**config.mk**
```make
export PLATFORM = sky130hd
export DESIGN_NAME = uart_rx_ctrl_flat
export DESIGN_NICKNAME = d
export VERILOG_FILES = /design/src/rtl/uart_pkg.sv /design/src/rtl/uart_rx_ctrl_if.sv /design/src/rtl/uart_sync_fifo.sv /design/src/rtl/uart_rx_ctrl.sv /design/src/flat_wrapper.sv
export SDC_FILE = /design/constraint.sdc
export NUM_CORES = 1
export LEC_CHECK = 0
export CORE_MARGIN = 4
export CORE_UTILIZATION = 25
export DETAILED_ROUTE_END_ITERATION = 7
export GPL_ROUTABILITY_DRIVEN = 1
export PLACE_DENSITY_LB_ADDON = 0.1
export SETUP_SLACK_MARGIN = 0.02
export SYNTH_ARGS = -nofsm -noshare
export SYNTH_HDL_FRONTEND = slang
export SYNTH_SLANG_ARGS = --single-unit
```
**constraint.sdc**
```tcl
create_clock -name sys_clk -period 2.7 [get_ports sys_clk]
set_input_delay 0.27 -clock sys_clk [delete_from_list [all_inputs] [get_ports sys_clk]]
set_output_delay 0.27 -clock sys_clk [all_outputs]
set_load 0.02 [all_outputs]
```
**src/rtl/uart_pkg.sv**
```systemverilog
// ---------------------------------------------------------------------------
// uart_pkg
// Shared definitions for the UART receive path: capture FSM state encoding,
// default parameter values and divisor constants for common baud rates.
// No ports (package).
// ---------------------------------------------------------------------------
package uart_pkg;

  // Capture FSM states of uart_rx_ctrl.
  typedef enum logic [1:0] {
    RXC_IDLE      = 2'd0,
    RXC_ACK       = 2'd1,
    RXC_WAIT_DROP = 2'd2
  } rxc_state_e;

  localparam int unsigned UART_DIV_W_DEFAULT      = 16;
  localparam int unsigned UART_FIFO_DEPTH_DEFAULT = 8;
  localparam int unsigned UART_CLK_HZ_DEFAULT     = 50_000_000;

  // Divisor giving one rx_clk_en pulse per 1/16 bit time, rounded to nearest.
  function automatic int unsigned uart_baud_div(input int unsigned clk_hz,
                                                input int unsigned baud);
    return (clk_hz + 8 * baud) / (16 * baud);
  endfunction

  // Divisors for the default 50 MHz system clock.
  localparam int unsigned UART_DIV_9600   = uart_baud_div(UART_CLK_HZ_DEFAULT, 9600);
  localparam int unsigned UART_DIV_19200  = uart_baud_div(UART_CLK_HZ_DEFAULT, 19200);
  localparam int unsigned UART_DIV_57600  = uart_baud_div(UART_CLK_HZ_DEFAULT, 57600);
  localparam int unsigned UART_DIV_115200 = uart_baud_div(UART_CLK_HZ_DEFAULT, 115200);

endpackage

```
**src/rtl/uart_rx_ctrl_if.sv**
```systemverilog
// ---------------------------------------------------------------------------
// uart_rx_ctrl_if
// Groups the receiver-side handshake (rx_clk_en, rx_data, rx_ready,
// rx_ready_clear), the divisor setting, and the consumer-side FIFO port
// (rd_en, rd_data, status, overrun) of uart_rx_ctrl.
//   modport slave  : the controller itself
//   modport master : the environment (receiver + consumer)
// ---------------------------------------------------------------------------
interface uart_rx_ctrl_if
  import uart_pkg::*;
#(
  parameter int DIV_W      = UART_DIV_W_DEFAULT,
  parameter int FIFO_DEPTH = UART_FIFO_DEPTH_DEFAULT
);
  localparam int CNT_W = $clog2(FIFO_DEPTH) + 1;

  logic [DIV_W-1:0] baud_div;
  logic             rx_clk_en;
  logic [7:0]       rx_data;
  logic             rx_ready;
  logic             rx_ready_clear;
  logic             rd_en;
  logic [7:0]       rd_data;
  logic             fifo_empty;
  logic             fifo_full;
  logic [CNT_W-1:0] fifo_count;
  logic             overrun;
  logic             overrun_clear;

  modport slave (
    input  baud_div, rx_data, rx_ready, rd_en, overrun_clear,
    output rx_clk_en, rx_ready_clear, rd_data, fifo_empty, fifo_full,
           fifo_count, overrun
  );

  modport master (
    output baud_div, rx_data, rx_ready, rd_en, overrun_clear,
    input  rx_clk_en, rx_ready_clear, rd_data, fifo_empty, fifo_full,
           fifo_count, overrun
  );

endinterface

```
**src/rtl/uart_sync_fifo.sv**
```systemverilog
// ---------------------------------------------------------------------------
// uart_sync_fifo
// Single-clock first-word-fall-through FIFO. Head entry is always visible on
// data_o; a pop advances it on the next edge. Push and pop in the same cycle
// both succeed, including when full. Pop while empty is ignored.
// Ports:
//   clk, rst        : clock, synchronous active-high reset (empties FIFO)
//   push_i, data_i  : write request and data
//   pop_i           : read request (consumes head)
//   data_o          : head entry
//   empty_o, full_o : status
//   count_o         : occupancy 0..DEPTH
// ---------------------------------------------------------------------------
module uart_sync_fifo #(
  parameter int WIDTH = 8,
  parameter int DEPTH = 8
) (
  input  logic                     clk,
  input  logic                     rst,
  input  logic                     push_i,
  input  logic [WIDTH-1:0]         data_i,
  input  logic                     pop_i,
  output logic [WIDTH-1:0]         data_o,
  output logic                     empty_o,
  output logic                     full_o,
  output logic [$clog2(DEPTH):0]   count_o
);
  localparam int PTR_W = $clog2(DEPTH);
  localparam int CNT_W = PTR_W + 1;

  logic [WIDTH-1:0] mem_q [DEPTH];
  logic [PTR_W-1:0] wr_ptr_q, wr_ptr_d;
  logic [PTR_W-1:0] rd_ptr_q, rd_ptr_d;
  logic [CNT_W-1:0] count_q, count_d;
  logic             do_push, do_pop;

  always_comb begin
    do_pop  = pop_i && (count_q != '0);
    // A full FIFO still accepts a write when the head leaves in the same cycle.
    do_push = push_i && ((count_q != CNT_W'(DEPTH)) || do_pop);

    // Pointers are PTR_W wide and DEPTH is a power of two, so they wrap freely.
    wr_ptr_d = do_push ? wr_ptr_q + PTR_W'(1) : wr_ptr_q;
    rd_ptr_d = do_pop  ? rd_ptr_q + PTR_W'(1) : rd_ptr_q;

    count_d = count_q;
    case ({do_push, do_pop})
      2'b10:   count_d = count_q + CNT_W'(1);
      2'b01:   count_d = count_q - CNT_W'(1);
      default: count_d = count_q;
    endcase
  end

  always_ff @(posedge clk) begin
    if (rst) begin
      wr_ptr_q <= '0;
      rd_ptr_q <= '0;
      count_q  <= '0;
    end else begin
      wr_ptr_q <= wr_ptr_d;
      rd_ptr_q <= rd_ptr_d;
      count_q  <= count_d;
    end
  end

  // Storage has no reset; contents are only meaningful through the pointers.
  always_ff @(posedge clk) begin
    if (!rst && do_push) begin
      mem_q[wr_ptr_q] <= data_i;
    end
  end

  // Asynchronous read of the head keeps the fall-through behaviour (LUT RAM).
  assign data_o  = mem_q[rd_ptr_q];
  assign empty_o = (count_q == '0);
  assign full_o  = (count_q == CNT_W'(DEPTH));
  assign count_o = count_q;

endmodule

```
**src/rtl/uart_rx_ctrl.sv**
```systemverilog
// ---------------------------------------------------------------------------
// uart_rx_ctrl
// Sequencer for a 16x-oversampling UART receiver:
//   - divides sys_clk by baud_div to produce the rx_clk_en sampling strobe
//   - captures each completed byte (rx_ready level) exactly once into a
//     local FIFO and pulses rx_ready_clear for one cycle
//   - flags a sticky overrun when a byte arrives with the FIFO full and no
//     simultaneous pop
// Ports:
//   sys_clk : system clock, rising edge
//   rst     : synchronous active-high reset
//   bus     : uart_rx_ctrl_if.slave (baud_div, receiver handshake,
//             consumer FIFO port, overrun/overrun_clear)
// ---------------------------------------------------------------------------
module uart_rx_ctrl
  import uart_pkg::*;
#(
  parameter int DIV_W      = UART_DIV_W_DEFAULT,
  parameter int FIFO_DEPTH = UART_FIFO_DEPTH_DEFAULT
) (
  input  logic          sys_clk,
  input  logic          rst,
  uart_rx_ctrl_if.slave bus
);

  // ---------------- baud divider ----------------
  logic [DIV_W-1:0] div_cnt_q, div_cnt_d;
  logic             rx_clk_en_q, rx_clk_en_d;
  logic             div_hit;

  always_comb begin
    // The >= comparison makes a runtime reduction of baud_div wrap at once
    // instead of counting through the whole DIV_W range.
    div_hit     = (bus.baud_div <= DIV_W'(1)) ||
                  (div_cnt_q >= bus.baud_div - DIV_W'(1));
    div_cnt_d   = div_hit ? '0 : div_cnt_q + DIV_W'(1);
    rx_clk_en_d = div_hit;
  end

  always_ff @(posedge sys_clk) begin
    if (rst) begin
      div_cnt_q   <= '0;
      rx_clk_en_q <= 1'b0;
    end else begin
      div_cnt_q   <= div_cnt_d;
      rx_clk_en_q <= rx_clk_en_d;
    end
  end

  assign bus.rx_clk_en = rx_clk_en_q;

  // ---------------- capture FSM ----------------
  rxc_state_e state_q, state_d;
  logic       push;
  logic       ack;

  always_ff @(posedge sys_clk) begin
    if (rst) begin
      state_q <= RXC_IDLE;
    end else begin
      state_q <= state_d;
    end
  end

  always_comb begin
    state_d = state_q;
    case (state_q)
      RXC_IDLE:      if (bus.rx_ready) state_d = RXC_ACK;
      RXC_ACK:       state_d = RXC_WAIT_DROP;
      // Hold here until the receiver drops rx_ready so one assertion
      // yields exactly one push.
      RXC_WAIT_DROP: if (!bus.rx_ready) state_d = RXC_IDLE;
      default:       state_d = RXC_IDLE;
    endcase
  end

  always_comb begin
    push = (state_q == RXC_IDLE) && bus.rx_ready;
    ack  = (state_q == RXC_ACK);
  end

  assign bus.rx_ready_clear = ack;

  // ---------------- byte FIFO ----------------
  logic fifo_full;

  uart_sync_fifo #(
    .WIDTH (8),
    .DEPTH (FIFO_DEPTH)
  ) u_fifo (
    .clk     (sys_clk),
    .rst     (rst),
    .push_i  (push),
    .data_i  (bus.rx_data),
    .pop_i   (bus.rd_en),
    .data_o  (bus.rd_data),
    .empty_o (bus.fifo_empty),
    .full_o  (fifo_full),
    .count_o (bus.fifo_count)
  );

  assign bus.fifo_full = fifo_full;

  // ---------------- overrun ----------------
  logic overrun_q, overrun_d;
  logic drop;

  always_comb begin
    // A pop on a full FIFO frees the slot, so only full-without-pop drops.
    drop = push && fifo_full && !bus.rd_en;
    if (drop) begin
      overrun_d = 1'b1;
    end else if (bus.overrun_clear) begin
      overrun_d = 1'b0;
    end else begin
      overrun_d = overrun_q;
    end
  end

  always_ff @(posedge sys_clk) begin
    if (rst) begin
      overrun_q <= 1'b0;
    end else begin
      overrun_q <= overrun_d;
    end
  end

  assign bus.overrun = overrun_q;

endmodule
```
**src/flat_wrapper.sv**
```systemverilog
// flat-port wrapper written by rule: the top's interface ports become plain ports
module uart_rx_ctrl_flat import uart_pkg::*;
#(
  parameter int DIV_W      = UART_DIV_W_DEFAULT,
  parameter int FIFO_DEPTH = UART_FIFO_DEPTH_DEFAULT
)
  (sys_clk, rst, bus_baud_div, bus_rx_data, bus_rx_ready, bus_rd_en, bus_overrun_clear, bus_rx_clk_en, bus_rx_ready_clear, bus_rd_data, bus_fifo_empty, bus_fifo_full, bus_fifo_count, bus_overrun);
  uart_rx_ctrl_if #(.DIV_W(DIV_W), .FIFO_DEPTH(FIFO_DEPTH)) bus_i ();
  input  logic sys_clk;
  input  logic rst;
  input wire logic [$bits(bus_i.baud_div)-1:0] bus_baud_div;
  input wire logic [$bits(bus_i.rx_data)-1:0] bus_rx_data;
  input wire logic [$bits(bus_i.rx_ready)-1:0] bus_rx_ready;
  input wire logic [$bits(bus_i.rd_en)-1:0] bus_rd_en;
  input wire logic [$bits(bus_i.overrun_clear)-1:0] bus_overrun_clear;
  output wire logic [$bits(bus_i.rx_clk_en)-1:0] bus_rx_clk_en;
  output wire logic [$bits(bus_i.rx_ready_clear)-1:0] bus_rx_ready_clear;
  output wire logic [$bits(bus_i.rd_data)-1:0] bus_rd_data;
  output wire logic [$bits(bus_i.fifo_empty)-1:0] bus_fifo_empty;
  output wire logic [$bits(bus_i.fifo_full)-1:0] bus_fifo_full;
  output wire logic [$bits(bus_i.fifo_count)-1:0] bus_fifo_count;
  output wire logic [$bits(bus_i.overrun)-1:0] bus_overrun;
  assign bus_i.baud_div = bus_baud_div;
  assign bus_i.rx_data = bus_rx_data;
  assign bus_i.rx_ready = bus_rx_ready;
  assign bus_i.rd_en = bus_rd_en;
  assign bus_i.overrun_clear = bus_overrun_clear;
  assign bus_rx_clk_en = bus_i.rx_clk_en;
  assign bus_rx_ready_clear = bus_i.rx_ready_clear;
  assign bus_rd_data = bus_i.rd_data;
  assign bus_fifo_empty = bus_i.fifo_empty;
  assign bus_fifo_full = bus_i.fifo_full;
  assign bus_fifo_count = bus_i.fifo_count;
  assign bus_overrun = bus_i.overrun;
  uart_rx_ctrl #(.DIV_W(DIV_W), .FIFO_DEPTH(FIFO_DEPTH)) u_core (.sys_clk(sys_clk), .rst(rst), .bus(bus_i));
endmodule
```
# == Word level (Yosys, flattened, before mapping) ==
# Memory sizes are Yosys's and may differ from the RTL's. A register that Yosys moved wholly into a read port is not among the register bits.
# Index checks and enable logic that the tools add are counted.
# totals
register_bits,30
mem_bits_rw,64
in_bits,29
output_inout_bits,17
elab_cells,51
n_memories,1
# classes
add_sub_neg,6
order_cmp,2
eq_ne,8
muxes,10
n_reduce_logical,17
# mem_list
name,words,width,read_ports,rd_clocked_by_memory_dff,write_ports,line,source
u_core.u_fifo.mem_q,8,8,1,1,1,uart_sync_fifo.sv:31,logic [WIDTH-1:0] mem_q [DEPTH];
# ops
op,n
$add 16x1->16 const B,1
$ge 16x16->1,1
$le 16x1->1 const B,1
$sub 16x1->16 const B,1
$pmux 4 s2,1
$add 3x1->3 const B,2
$logic_and 1x1->1,6
$mux 3,2
$pmux 2 s3,1
$add 4x1->4 const B,1
$eq 2x1->1 const B,2
$eq 2x2->1 const B,2
$eq 4x4->1 const B,1
$logic_not 4->1,1
$mux 1,4
$mux 2,2
$ne 2x2->1 const B,2
$ne 4x4->1 const B,1
$reduce_bool 2->1,2
$reduce_bool 4->1,1
$sub 4x1->4 const B,1
$logic_not 1->1,2
$logic_not 2->1,1
$logic_or 1x1->1,2
2 further kinds,2

# == Logic depth before layout (Yosys ltp) ==
# depth
depth_word,7
ltp_mapped,12
mapped_depth_nobuf,11

# == Cells and area by module ==
# From an unflattened synthesis, not the netlist that was laid out.
# hier_totals
hier_cells,345
area_unflattened_um2,4680.7
# modules_own_cells
mod,instances,cells_per_inst,area_per_inst_um2,seq_area_each_um2
uart_sync_fifo,1,178,3213.1,2182.1
uart_rx_ctrl,1,167,1467.7,400.4

# == Least setup slack after synthesis ==
# Ideal clock, no wire load.
# synth_timing
path_type,input port to flip-flop
start,input port bus_baud_div[6]
end,register u_core.div_cnt_q[10]
arrival_ps,2669
setup_slack_ps,-33
path_stages,12
n_path_buf,1
cell_sequence,or4_4 -> nor3_4 -> nand3_1 -> nor4_2 -> xnor2_1 -> ha_1 -> a21oi_1 -> nand2_1 -> a221oi_1 -> nand4_2 -> buf_6 -> nor2_1
# synth_via
elab_chain_cells,4
word_cells_on_any_way,5
classes_between,add/sub (1); order compare (2); reduce/logical (2)
# synth_rtl
element,line,source
start: declaration,flat_wrapper.sv:11,input wire logic [$bits(bus_i.baud_div)-1:0] bus_baud_div;
$sub 16x1->16,uart_rx_ctrl.sv:35,(div_cnt_q >= bus.baud_div - DIV_W'(1));
$ge 16x16->1,uart_rx_ctrl.sv:35,
$logic_or 1x1->1 (*),uart_rx_ctrl.sv:34,div_hit = (bus.baud_div <= DIV_W'(1)) ||
$reduce_or 2->1 (no line) (*),-,
end signal: assignment,uart_rx_ctrl.sv:45,div_cnt_q <= div_cnt_d;
end: declaration,uart_rx_ctrl.sv:27,"logic [DIV_W-1:0] div_cnt_q, div_cnt_d;"
# Mark *: on every way between the ends. The rest lies on a longest branch, timed or not.
# A chain may end at the register's enable or synchronous reset.

# == Final worst setup path ==
# layout_timing
start,input port bus_baud_div[5]
end,register u_core.div_cnt_q[8]
# Same word-level chain as after synthesis.

==> summary by stage <==
Synthesis
The cell count after synthesis came out at approximately 340. Counting flops and latches in the post-synthesis netlist gives 97. The synthesized area per cell is 13.2 µm². The number of nets in the synthesized netlist is just under 400. The most common cell in the synthesized netlist is sky130_fd_sc_hd__edfxtp_1. In the synthesized netlist the async set-or-reset flop fraction comes to 0.

The sequential fraction of the synthesis area is 0.573. In this run, distinct cell masters in the synthesized netlist total 47. Counting instances in the post-synthesis netlist gives the leading cell types as sky130_fd_sc_hd__edfxtp_1 (64), sky130_fd_sc_hd__nor2_1 (52), sky130_fd_sc_hd__dfxtp_1 (33). Summed over all instances, the cell type with the most area after synthesis is sky130_fd_sc_hd__edfxtp_1. The number of flops mapped to enable cells by yosys is 64. The portion of synthesized cell area occupied by the leading cell type is 0.426. The synthesized netlist occupies a cell area of 4510 µm². Sorting the synthesized cells by area gives the leading types as sky130_fd_sc_hd__edfxtp_1 (43%), sky130_fd_sc_hd__dfxtp_1 (15%), sky130_fd_sc_hd__mux4_2 (8.0%), sky130_fd_sc_hd__ha_1 (6.4%), sky130_fd_sc_hd__xnor2_1 (4.7%).

Yosys printed 0 warnings. The most common flop cell mapped by yosys is sky130_fd_sc_hd__edfxtp_1.

Worst hold path
The classification of the worst-slack hold path is flop to flop. The source of the worst hold timing path is u_core.div_cnt_q[0].

Detailed routing
The via total after detailed routing is approximately 2,900. The post-detailed-route count of antenna-violating nets is 0. The aggregate routed wire length is 10,200 µm.

After the first detailed-routing iteration, the DRC count stood at slightly below 70. The via-per-instance ratio is around 4.3. The remaining routing DRC violations is 0. After detailed routing, the average wire length per cell comes to about 15 µm.

The number of search-and-repair iterations in the first detailed-routing pass is 5.

Power and ir drop
The internal power contribution is 3.11 mW. The share of total power dissipated in sequential elements is 0.405. The cell leakage power is 2.12 nW. Of the total power, the share spent switching nets is 0.279. In this run the power spent charging and discharging nets is approximately 1.2 mW.

The power density of the placed cells is 712 nW/µm². The share of total power dissipated in the clock network is 0.326. The proportion of power drawn by combinational gates is 0.269.

VDD sags by at most a little under 400 µV.

Clocking
The clock buffer count from CTS is 9. The clock tree root driver cell is sky130_fd_sc_hd__clkbuf_16. The TritonCTS clock tree is yes. After clock tree synthesis, the clock-pin slew on the worst setup and hold paths is ~0.07 ns. The deepest clock path buffer count is 2. The CTS H-tree depth is 3. For this design, the sink count on the clock tree is 97. The clock latency on the worst-skew pair is 0.34 ns. The number of buffers added to fix hold violations after cts is 0.

Outcome
The flow ran to the end, and the final reports show no timing, DRC or antenna violations.

Worst setup path
The class of the most critical setup path is input pin to flop. In this run the number of cells on the critical path is 14. The slack of the worst reg-to-reg path is just under 0.3 ns.

The critical path's top delay family is simple AND/OR/NAND/NOR gates. The maximum net fanout on the critical path is 8. Among all stages on the critical path, the largest delay is contributed by sky130_fd_sc_hd__or4_4. The critical path ends at u_core.div_cnt_q[8]. In this run the worst setup path begins at bus_baud_div[5]. The worst-case reg-to-reg path depth is 9. STA classifies the critical path endpoint as a flop.

In this run the critical register-to-register path is launched from u_core.u_fifo.count_o[3]. The number of buffers and inverters on the critical path is 4. For the worst setup path, the data arrival time is between 2 and 3 ns. The largest single stage delay on the critical path is between 0.5 and 0.6 ns. Data on the critical path is required at its endpoint by ~3 ns.

The endpoint of the lowest-slack register-to-register path is u_core.u_fifo.count_o[3]. Among the stages of the critical path, the cell type that occurs most often is sky130_fd_sc_hd__buf_6. STA classifies the critical path startpoint as an input pin. The critical path goes through buf_6 -> or4_4 -> nor3_4 -> buf_4 -> nand2_2 -> nor2_2 -> xnor2_1 -> ha_1 -> nand4_1 -> inv_1 -> a221oi_2 -> nand4_2 -> buf_6 -> nor2_1.

STA
On the final layout, the worst clock skew is 0.00624 ns. The post-route fraction of the period consumed by the critical path is 0.963. The setup TNS is 0 ns. The max-slew violation count was 0.

The normalized max-slew margin is 0.618. Setup repair after global routing could not meet its margin everywhere. The minimum clock period after layout is 2.60 ns. The final critical-path setup slack is 0.0987 ns. For the pin with the worst max-slew slack, the measured transition is 0.568 ns.

The setup-violating endpoint count in the final report is 0. The hold violation count in the final report is 0. Static timing analysis puts the maximum clock frequency at just under 400 MHz.

Placed design
The HPWL after detailed placement is approximately 7100 µm. Routability-driven placement finished with a final weighted congestion of around 0.75. The placement-stage worst setup slack is -0.650 ns. During placement, the flow inserted port buffers numbering 45. After detailed placement, the total cell area comes to ~5500 µm².

Final layout
The number of fillers in the final layout is 1,707. Registers take around 2600 µm². The area of combinational cells with multiple inputs is 1980 µm². The number of inserted diodes is 0. Once layout is complete, the utilization of the core stands at 0.346. The area growth from synthesis to layout is 34.1%. The share of post-route cells with drive strength above 1 is 0.288. In the final design database the tool counted ~500 nets. Summing all non-filler instances in the final layout gives an area of 6050 µm².

Floorplanning
The initial cell density of the core is 0.258. The core region is approximately 17,000 µm². The total I/O pin count is 46.

The die is around 140 µm wide. The floorplan has 48 rows. The chip height is around 140 µm. The die covers 20,300 µm².

Job
Max-cap violations in this run came to 0.

Global route
Entering global routing, the biggest net connects 18 pins. The wire length of the first global-routing pass is about 16,000 µm. The via count of the first global-routing pass came to 3,025. In the global route stage, overall resource usage came out at 0.107. The remaining global-route overflow is 0. The initial antenna violation count is 0.
-- metal layers --
metal,global-route usage,vias up,share of wire
met1,0.142,1391,0.46
met2,0.173,48,0.49
li1,-,1446,-
met4,0.0290,0,0.015
met3,0.0309,10,0.033
met5,0,-,0
-- worst min-delay path by stage --
| stage | depth (start not counted) | endpoint |
|---|---|---|
| final | 1 | u_core.div_cnt_q[0] |
| after global routing | 1 | u_core.div_cnt_q[0] |
| after CTS | 1 | u_core.div_cnt_q[0] |
| after detailed placement | 1 | u_core.div_cnt_q[0] |
| after global placement | 1 | u_core.div_cnt_q[0] |
| after floorplan | 0 | u_core.u_fifo.mem_q[0][0] |
-- flip-flops by register name, summed over array words and instances (netlist names), named ones only --
signal	cells
u_core.bus.rx_clk_en	1
u_core.bus.overrun	1
u_core.u_fifo.wr_ptr_q	3
u_core.u_fifo.rd_ptr_q	3
u_core.div_cnt_q	16
u_core.state_q	2
u_core.u_fifo.count_o	4
u_core.u_fifo.mem_q	64
-- through the flow --
step / power [mW] / hold WS [ns] / cells
detailed placement: 2.95 / 0.479 / 643
floorplan: 2.48 / 0.369 / 341
global route: 4.55 / 0.517 / 666
finish: 4.31 / 0.501 / 666
CTS: 4.39 / 0.496 / 668
global placement: 2.94 / 0.474 / 643
-- final cells by class --
cell class | instances | share of cell area
Clock buffer | 10 | 0.0379
Clock inverter | 6 | 0.0163
Inverter | 14 | 0.00869
Multi-Input combinational cell | 222 | 0.327
Sequential cell | 97 | 0.427
Tap cell | 225 | 0.0465
Timing Repair Buffer | 92 | 0.136
-- repair_timing --
item | in CTS | in global routing
gates resized for setup | 37 | 27
cloned | 1 | 0
pin swaps | 26 | 11
buffers inserted | 8 | 0
endpoints found under the setup margin | 17 | 17
-- cells by family (layout without fill, tap and decap cells) --
kind of cell / Yosys count / in the layout / synth area share
compound gates: 21 / 21 / 0.0347
mux: 28 / 28 / 0.109
simple gates: 114 / 114 / 0.127
xor+xnor: 35 / 35 / 0.0680
flops: 97 / 97 / 0.573
buf+inv: 22 / 122 / 0.0205
fa+ha+maj: 24 / 24 / 0.0683
-- power by group through the flow --
stage | clock network (mW) | logic (mW) | registers (mW)
2_1_floorplan | 0 | 0.680 | 1.80
3_3_place_gp | 0 | 1.16 | 1.78
3_5_place_dp | 0 | 1.17 | 1.78
4_1_cts | 1.46 | 1.19 | 1.75
5_1_grt | 1.52 | 1.28 | 1.76
6_report | 1.40 | 1.16 | 1.74
-- cell usage in the layout, fill, tap and decap left out, types with 3 or more instances in the layout --
master                             n
sky130_fd_sc_hd__edfxtp_1         64
sky130_fd_sc_hd__buf_4            44
sky130_fd_sc_hd__nor2_1           38
sky130_fd_sc_hd__clkdlybuf4s50_1  38
sky130_fd_sc_hd__dfxtp_1          33
sky130_fd_sc_hd__xnor2_1          24
sky130_fd_sc_hd__ha_1             22
sky130_fd_sc_hd__mux4_2           16
sky130_fd_sc_hd__nand2_1          14
sky130_fd_sc_hd__inv_1            12
sky130_fd_sc_hd__xor2_1           11
sky130_fd_sc_hd__nor2_4           10
sky130_fd_sc_hd__nand3_1           9
sky130_fd_sc_hd__clkbuf_16         9
sky130_fd_sc_hd__mux2_2            8
sky130_fd_sc_hd__nor3_1            7
sky130_fd_sc_hd__a21oi_1           7
sky130_fd_sc_hd__nor2_2            4
sky130_fd_sc_hd__mux2i_1           4
sky130_fd_sc_hd__nand4_1           4
sky130_fd_sc_hd__o21ai_0           4
sky130_fd_sc_hd__nor4_1            3
sky130_fd_sc_hd__nand2b_1          3
sky130_fd_sc_hd__dlygate4sd2_1     3
Note: power is estimated with default switching activity, not from simulation.
